File: config.mk
export PLATFORM = sky130hd
export DESIGN_NAME = jam_search_flat
export DESIGN_NICKNAME = d
export VERILOG_FILES = /design/src/rtl/jam_pkg.sv /design/src/rtl/jam_search_if.sv /design/src/rtl/jam_next_perm.sv /design/src/rtl/jam_search.sv /design/src/flat_wrapper.sv
export SDC_FILE = /design/constraint.sdc
export NUM_CORES = 1
export LEC_CHECK = 0
export ABC_CLOCK_PERIOD_IN_PS = 9080
export CAP_MARGIN = 20
export CELL_PAD_IN_SITES_DETAIL_PLACEMENT = 1
export CELL_PAD_IN_SITES_GLOBAL_PLACEMENT = 1
export CORE_MARGIN = 2
export CORE_UTILIZATION = 41
export DETAILED_ROUTE_END_ITERATION = 10
export PLACE_DENSITY = 0.77
export SLEW_MARGIN = 20
export SYNTH_ARGS = -nofsm -noshare
export SYNTH_HDL_FRONTEND = slang
export SYNTH_SLANG_ARGS = --single-unit
File: constraint.sdc
create_clock -name CLK -period 9.08 [get_ports CLK]
set_clock_uncertainty 0.15 [all_clocks]
set_input_delay 1.362 -clock CLK [delete_from_list [all_inputs] [get_ports CLK]]
set_output_delay 1.362 -clock CLK [all_outputs]
set_load 0.01 [all_outputs]
File: src/rtl/jam_pkg.sv
// jam_pkg: shared state type, index sizing and cycle helper for the jam_search solver
package jam_pkg;

    localparam int MAX_N = 8;
    localparam int IDX_W = 3;

    typedef enum logic [2:0] {IDLE, FETCH, EVAL, NEXT, DONE} state_t;

    // Cycle (counted from the Start-sampling edge) in which Valid rises without pruning
    function automatic int done_cycle(input int n);
        int f;
        f = 1;
        for (int i = 2; i <= n; i++) f *= i;
        return f * (n + 2);
    endfunction

endpackage

File: src/rtl/jam_search_if.sv
// jam_search_if: start/result handshake and cost-lookup bus of the assignment solver
interface jam_search_if
    import jam_pkg::*;
#(
    parameter int N      = 8,
    parameter int COST_W = 7,
    parameter int SUM_W  = COST_W + 3,
    parameter int MC_W   = 16
);
    logic                 Start;
    logic [IDX_W-1:0]     W;
    logic [IDX_W-1:0]     J;
    logic [COST_W-1:0]    Cost;
    logic                 Busy;
    logic                 Valid;
    logic [SUM_W-1:0]     MinCost;
    logic [MC_W-1:0]      MatchCount;
    logic [IDX_W*N-1:0]   BestPerm;

    modport master (
        output Start, Cost,
        input  W, J, Busy, Valid, MinCost, MatchCount, BestPerm
    );

    modport slave (
        input  Start, Cost,
        output W, J, Busy, Valid, MinCost, MatchCount, BestPerm
    );
endinterface

File: src/rtl/jam_next_perm.sv
// jam_next_perm: lexicographic successor of a packed permutation (identity hold on the last one)
module jam_next_perm
    import jam_pkg::*;
#(
    parameter int N = 8
) (
    input  logic [IDX_W*N-1:0] perm,
    input  logic               last,
    output logic [IDX_W*N-1:0] succ
);
    logic [IDX_W-1:0] p [MAX_N];
    logic [IDX_W-1:0] q [MAX_N];
    logic [IDX_W-1:0] piv;
    logic [IDX_W-1:0] sw;

    // pivot at the rightmost ascent, swap with the rightmost larger element, reverse the suffix
    always_comb begin
        p = '{default: '0};
        for (int k = 0; k < N; k++) p[k] = perm[IDX_W*k +: IDX_W];
        piv = '0;
        for (int k = 0; k < N - 1; k++) if (p[k] < p[k + 1]) piv = IDX_W'(k);
        sw = '0;
        for (int k = 0; k < N; k++) if (IDX_W'(k) > piv && p[k] > p[piv]) sw = IDX_W'(k);
        q = p;
        q[piv] = p[sw];
        q[sw] = p[piv];
        succ = perm;
        if (!last)
            for (int k = 0; k < N; k++)
                succ[IDX_W*k +: IDX_W] = (IDX_W'(k) > piv) ? q[IDX_W'(N - k) + piv] : q[k];
    end
endmodule

File: src/rtl/jam_search.sv
// jam_search: exhaustive N x N job-assignment search over an external synchronous cost lookup
module jam_search
    import jam_pkg::*;
#(
    parameter int N      = 8,
    parameter int COST_W = 7,
    parameter int SUM_W  = COST_W + 3,
    parameter int MC_W   = 16,
    parameter bit PRUNE  = 1'b0
) (
    input logic         CLK,
    input logic         RST,
    jam_search_if.slave bus
);
    state_t             state;
    logic [IDX_W*N-1:0] perm;
    logic [IDX_W*N-1:0] succ;
    logic [IDX_W*N-1:0] ident;
    logic [IDX_W-1:0]   pa [MAX_N];
    logic [IDX_W-1:0]   row;
    logic [SUM_W-1:0]   acc;
    logic [SUM_W-1:0]   total;
    logic [SUM_W-1:0]   part;
    logic               have_min;
    logic               last;
    logic               prune;

    jam_next_perm #(.N(N)) u_next (.perm(perm), .last(last), .succ(succ));

    // unpack perm, spot the descending final permutation, form running sums and the prune test
    always_comb begin
        ident = '0;
        for (int k = 0; k < N; k++) ident[IDX_W*k +: IDX_W] = IDX_W'(k);
        pa = '{default: '0};
        for (int k = 0; k < N; k++) pa[k] = perm[IDX_W*k +: IDX_W];
        last = 1'b1;
        for (int k = 0; k < N - 1; k++) if (pa[k] < pa[k + 1]) last = 1'b0;
        total = acc + SUM_W'(bus.Cost);
        part = (row != '0) ? total : acc;
        prune = PRUNE && row != '0 && have_min && total > bus.MinCost;
    end

    // controller: fetch one cost per row, evaluate the total, step to the next permutation
    always_ff @(posedge CLK) begin
        if (RST) begin
            state          <= IDLE;
            perm           <= '0;
            row            <= '0;
            acc            <= '0;
            have_min       <= 1'b0;
            bus.W          <= '0;
            bus.J          <= '0;
            bus.Busy       <= 1'b0;
            bus.Valid      <= 1'b0;
            bus.MinCost    <= '0;
            bus.MatchCount <= '0;
            bus.BestPerm   <= '0;
        end else begin
            bus.Valid <= 1'b0;
            case (state)
                IDLE: if (bus.Start) begin
                    state          <= FETCH;
                    bus.Busy       <= 1'b1;
                    perm           <= ident;
                    row            <= '0;
                    acc            <= '0;
                    have_min       <= 1'b0;
                    bus.MatchCount <= '0;
                    bus.W          <= '0;
                    bus.J          <= '0;
                end
                FETCH: begin
                    acc <= part;
                    if (prune) begin
                        state     <= last ? DONE : NEXT;
                        bus.Valid <= last;
                        bus.W     <= '0;
                        bus.J     <= '0;
                    end else if (row == IDX_W'(N - 1)) begin
                        state <= EVAL;
                        bus.W <= '0;
                        bus.J <= '0;
                    end else begin
                        row   <= row + 1'b1;
                        bus.W <= row + 1'b1;
                        bus.J <= pa[row + 1'b1];
                    end
                end
                EVAL: begin
                    if (!have_min || total < bus.MinCost) begin
                        bus.MinCost    <= total;
                        bus.MatchCount <= MC_W'(1);
                        bus.BestPerm   <= perm;
                        have_min       <= 1'b1;
                    end else if (total == bus.MinCost) begin
                        bus.MatchCount <= bus.MatchCount + 1'b1;
                    end
                    state     <= last ? DONE : NEXT;
                    bus.Valid <= last;
                end
                NEXT: begin
                    perm  <= succ;
                    row   <= '0;
                    acc   <= '0;
                    state <= FETCH;
                    bus.J <= succ[IDX_W-1:0];
                end
                DONE: begin
                    state    <= IDLE;
                    bus.Busy <= 1'b0;
                end
                default: state <= IDLE;
            endcase
        end
    end
endmodule

File: src/flat_wrapper.sv
// flat-port wrapper written by rule: the top's interface ports become plain ports
module jam_search_flat import jam_pkg::*;
#(
    parameter int N      = 8,
    parameter int COST_W = 7,
    parameter int SUM_W  = COST_W + 3,
    parameter int MC_W   = 16,
    parameter bit PRUNE  = 1'b0
)
  (CLK, RST, bus_Start, bus_Cost, bus_W, bus_J, bus_Busy, bus_Valid, bus_MinCost, bus_MatchCount, bus_BestPerm);
  jam_search_if #(.N(N), .COST_W(COST_W), .SUM_W(SUM_W), .MC_W(MC_W)) bus_i ();
  input logic CLK;
  input logic RST;
  input wire logic [$bits(bus_i.Start)-1:0] bus_Start;
  input wire logic [$bits(bus_i.Cost)-1:0] bus_Cost;
  output wire logic [$bits(bus_i.W)-1:0] bus_W;
  output wire logic [$bits(bus_i.J)-1:0] bus_J;
  output wire logic [$bits(bus_i.Busy)-1:0] bus_Busy;
  output wire logic [$bits(bus_i.Valid)-1:0] bus_Valid;
  output wire logic [$bits(bus_i.MinCost)-1:0] bus_MinCost;
  output wire logic [$bits(bus_i.MatchCount)-1:0] bus_MatchCount;
  output wire logic [$bits(bus_i.BestPerm)-1:0] bus_BestPerm;
  assign bus_i.Start = bus_Start;
  assign bus_i.Cost = bus_Cost;
  assign bus_W = bus_i.W;
  assign bus_J = bus_i.J;
  assign bus_Busy = bus_i.Busy;
  assign bus_Valid = bus_i.Valid;
  assign bus_MinCost = bus_i.MinCost;
  assign bus_MatchCount = bus_i.MatchCount;
  assign bus_BestPerm = bus_i.BestPerm;
  jam_search #(.N(N), .COST_W(COST_W), .SUM_W(SUM_W), .MC_W(MC_W), .PRUNE(PRUNE)) u_core (.CLK(CLK), .RST(RST), .bus(bus_i));
endmodule
==> summary.md <==
| Metric | Value |
|---|---|
| Yosys reg bits | `99` |
| Final cell count without fillers | `1,486` |
| # Max-Cap Violations | `0` |
| Library cells used by synthesis | `92` |
| HPWL Detailed | `28,780 um` |
| Post-CTS setup buffers | `0` |
| Die footprint | `0.02188 mm^2` |
| Critical path class | `flop to flop` |
| Status | `complete, no violations` |
| Transition time at the pin with the least slew margin | `1.023 ns` |
| Placer's final routability congestion estimate | `1.039` |
| Start point of the worst min-delay path | `u_core.bus.BestPerm[9]` |
| Area of all placed cells without fillers | `0.009847 mm^2` |
| Initial Util | `41.83%` |
| Worst Setup Slack, final | `0.3599 ns` |
| Startpoint of the lowest-slack register-to-register path | `u_core.perm[11]` |
| Post-Place Setup Slack | `0.6565 ns` |
| CP max FO | `15` |
| Antenna cells | `0` |
| Share of async-settable or async-resettable flops after synthesis | `0%` |
| Chip width | `147.9 um` |
| Arrival time at the worst endpoint | `8.83 ns` |
| Maximum VDD drop | `0.0001155 V` |
| Static Leakage | `0.003693 uW` |
| Area leader, netlist | `dfxtp_1` |
| Clock transition at the registers of the reported paths | `0.09 ns` |
| Clock root buffer | `clkbuf_16` |
| Number of instances on the worst hold path | `2` |
| Final clock period utilization by the worst path | `96.04%` |
| Crit-path max cell delay | `0.77 ns` |
| Count of input and output buffers | `67` |
| Fill cell instance count of the final layout | `2,578` |
| Global-route wire length before repair | `58,370 um` |
| Capturing point of the worst reg2reg path | `u_core.perm[8]` |
| Number of cells on the worst reg-to-reg path | `28` |
| Largest net degree at the start of global routing | `74` |
| Synthesized instance count | `1,155` |
| Max clock buf depth | `2` |
| Total Negative Setup Slacks | `0 ns` |
| Number of design-rule violations left by the first detailed-router iteration | `828` |
| Router iterations before antenna repair | `5` |
| Number of buffers inserted by hold repair at cts | `0` |
| Commonest non-fill, non-tap cell in the layout | `nand2_1` |
| Average cell area after synthesis | `7.352 um^2` |
| Most frequent cells in the layout | `166 x nand2_1, 114 x nor2_1, 111 x a21oi_1, 99 x dfxtp_1, 66 x clkdlybuf4s50_1` |
| Placed instance count | `1,470` |
| Relative slew slack | `31.82%` |
| CP max stage cell | `dfxtp_1` |
| Maximum frequency from static timing analysis | `114.7 MHz` |
| Synthesized cell area | `0.008492 mm^2` |
| Crit path required time | `9.19 ns` |
| Num CTS Buffers | `9` |
| Prevailing post-synth register cell | `dfxtp_1` |
| Minimum period implied by the final worst setup slack | `8.720 ns` |
| Finish-stage setup viols | `0` |
| Maximum level of the CTS H-tree | `3` |
| Total area of multi-input combinational cells | `0.005987 mm^2` |
| Flip-flop and latch area | `0.001982 mm^2` |
| Setup crit end kind | `flop` |
| Overall overflow remaining after global route | `0` |
| Vias in the first global route | `9,779` |
| Clock sink count | `99` |
| Critical Path Source Type | `flop` |
| Mean number of vias per cell | `6.536` |
| RSZ-0062 raised after global routing | `no` |
| Final Hold Vio Count | `0` |
| Boundary Pins | `68` |
| Count of flip-flops with a built-in enable after synthesis | `0` |
| TritonCTS clock tree | `yes` |
| Via total after detailed routing | `9,713` |
| Insertion delay to the later sink of the worst-skew pair | `0.36 ns` |
| Initial antenna violation count | `1` |
| Drt wl/cell | `25.38 um` |
| Post-Syn Nets | `1,223` |
| Proportion of synthesized chip area in sequential cells | `23.34%` |
| Final layout net count | `1,279` |
| Growth of design area from synthesis to finish | `15.96%` |
| Dominant cells by area after synthesis | `dfxtp_1 23%, ha_1 8.4%, nand2_1 7.3%` |
| Max-slew violations | `0` |
| Post-detailed-route count of antenna-violating nets | `0` |
| Cell Pwr Density | `227.1 mW/mm^2` |
| Proportion of layout cells with a drive suffix above 1 | `9.786%` |
| Synth top area share | `23.34%` |
| Number of rows created at floorplan | `52` |
| Area after detailed placement | `0.009562 mm^2` |
| Area of the core | `0.02030 mm^2` |
| Yosys synthesis warning count | `0` |
| Floorplan die height | `147.9 um` |
| Hold Path End | `u_core.bus.BestPerm[9]` |
| R2R setup slack | `0.36 ns` |
| Hold crit path type | `flop to flop` |
| Residual DRC count | `0` |
| Combined global-route utilization of all metal layers | `34.67%` |
| Resized Gates After CTS | `0` |
| Routed wire length | `37,710 um` |
[Yosys cell counts, types with 4 or more instances]
| master | number |
|---|---|
| nor3_1 | 27 |
| nand2_1 | 166 |
| a221oi_1 | 9 |
| and2_1 | 4 |
| ha_1 | 57 |
| a22oi_1 | 14 |
| nor4_1 | 5 |
| o31ai_1 | 8 |
| a31oi_1 | 19 |
| mux2_2 | 5 |
| nor2b_1 | 6 |
| a221o_1 | 4 |
| nand4_1 | 12 |
| dfxtp_1 | 99 |
| nor2_1 | 115 |
| a311oi_1 | 6 |
| a21boi_0 | 10 |
| mux2i_1 | 13 |
| inv_1 | 59 |
| nand2b_1 | 5 |
| a21oi_1 | 111 |
| clkbuf_1 | 51 |
| o211ai_1 | 21 |
| or3_1 | 8 |
| o21a_1 | 10 |
| o21bai_1 | 7 |
| and3_1 | 18 |
| buf_2 | 9 |
| xnor2_1 | 8 |
| a211oi_1 | 18 |
| o21ai_1 | 9 |
| mux4_2 | 10 |
| o21ai_0 | 50 |
| buf_1 | 6 |
| xor2_1 | 13 |
| a21o_1 | 12 |
| o22ai_1 | 5 |
| o211a_1 | 8 |
| nand3_1 | 35 |
| a211o_1 | 7 |
[worst max-delay path: cells and delay by family (launching register included)]
kind            cells  cell delay [ns]
compound gates     15             3.99
buf+inv             4             1.10
fa+ha+maj           2             0.72
simple gates        7             1.88
flops               1             0.77
[per-stage QoR]
step                hold slack (ns)  total power, uW  utilization, %
CTS                          0.3095             2181           48.51
floorplan                    0.2869             1336               -
global placement             0.2926             1799           47.10
finish                       0.3064             2236           48.51
global route                 0.3309             2343           48.51
detailed placement           0.2983             1799           47.10
[worst max-delay path by stage]
stage                     end       startpoint  cells past startpoint  slack (ns)
2_1_floorplan  u_core.perm[5]  u_core.perm[13]                     30        2.49
3_3_place_gp   u_core.perm[8]  u_core.perm[11]                     28        0.79
3_5_place_dp   u_core.perm[8]  u_core.perm[11]                     28        0.66
4_1_cts        u_core.perm[8]  u_core.perm[11]                     28        0.62
5_1_grt        u_core.perm[8]  u_core.perm[11]                     28        0.02
6_report       u_core.perm[8]  u_core.perm[11]                     28        0.36
[layout make-up]
class | instances | share of cell area, %
multi-input combinational | 924 | 60.80
sequential | 99 | 20.13
timing repair buffer | 114 | 10.34
tap | 270 | 3.431
inverter | 63 | 2.402
clock buffer | 9 | 2.287
clock inverter | 7 | 0.6099
[routing by layer]
| metal | GRT usage [%] | wire, um | up-vias |
|---|---|---|---|
| met5 | 0 | 0 | - |
| met4 | 20.33 | 2532 | 0 |
| met3 | 8.642 | 3220 | 161 |
| met2 | 55.12 | 16810 | 475 |
| met1 | 42.59 | 15150 | 4726 |
| li1 | - | - | 4351 |
[cell families after synthesis]
group	Yosys count	synth area share (%)
and+or+nand+nor	428	23.19
DFF	99	23.34
xor gates and xnor gates	21	2.166
adders and majority gates	58	8.634
buffers and inverters	132	6.232
muxes	28	4.847
AOI/OAI and AO/OA	389	31.59
[sequential cells by signal (all words and copies together) (netlist names)]
name,cells
u_core.state,3
u_core.bus.Valid,1
u_core.bus.Busy,1
u_core.row,3
u_core.perm,24
u_core.bus.MatchCount,16
u_core.bus.W,3
u_core.have_min,1
u_core.bus.J,3
u_core.bus.BestPerm,24
u_core.bus.MinCost,10
u_core.acc,10
[power breakdown]
part	leakage [uW]	internal (uW)	switching (uW)
Combinational	0.00275	470	927
Clock	0.000142	191	190
Sequential	0.000802	441	16.6
Total	0.00369	1100	1130
Note: power is estimated with default switching activity, not from simulation.
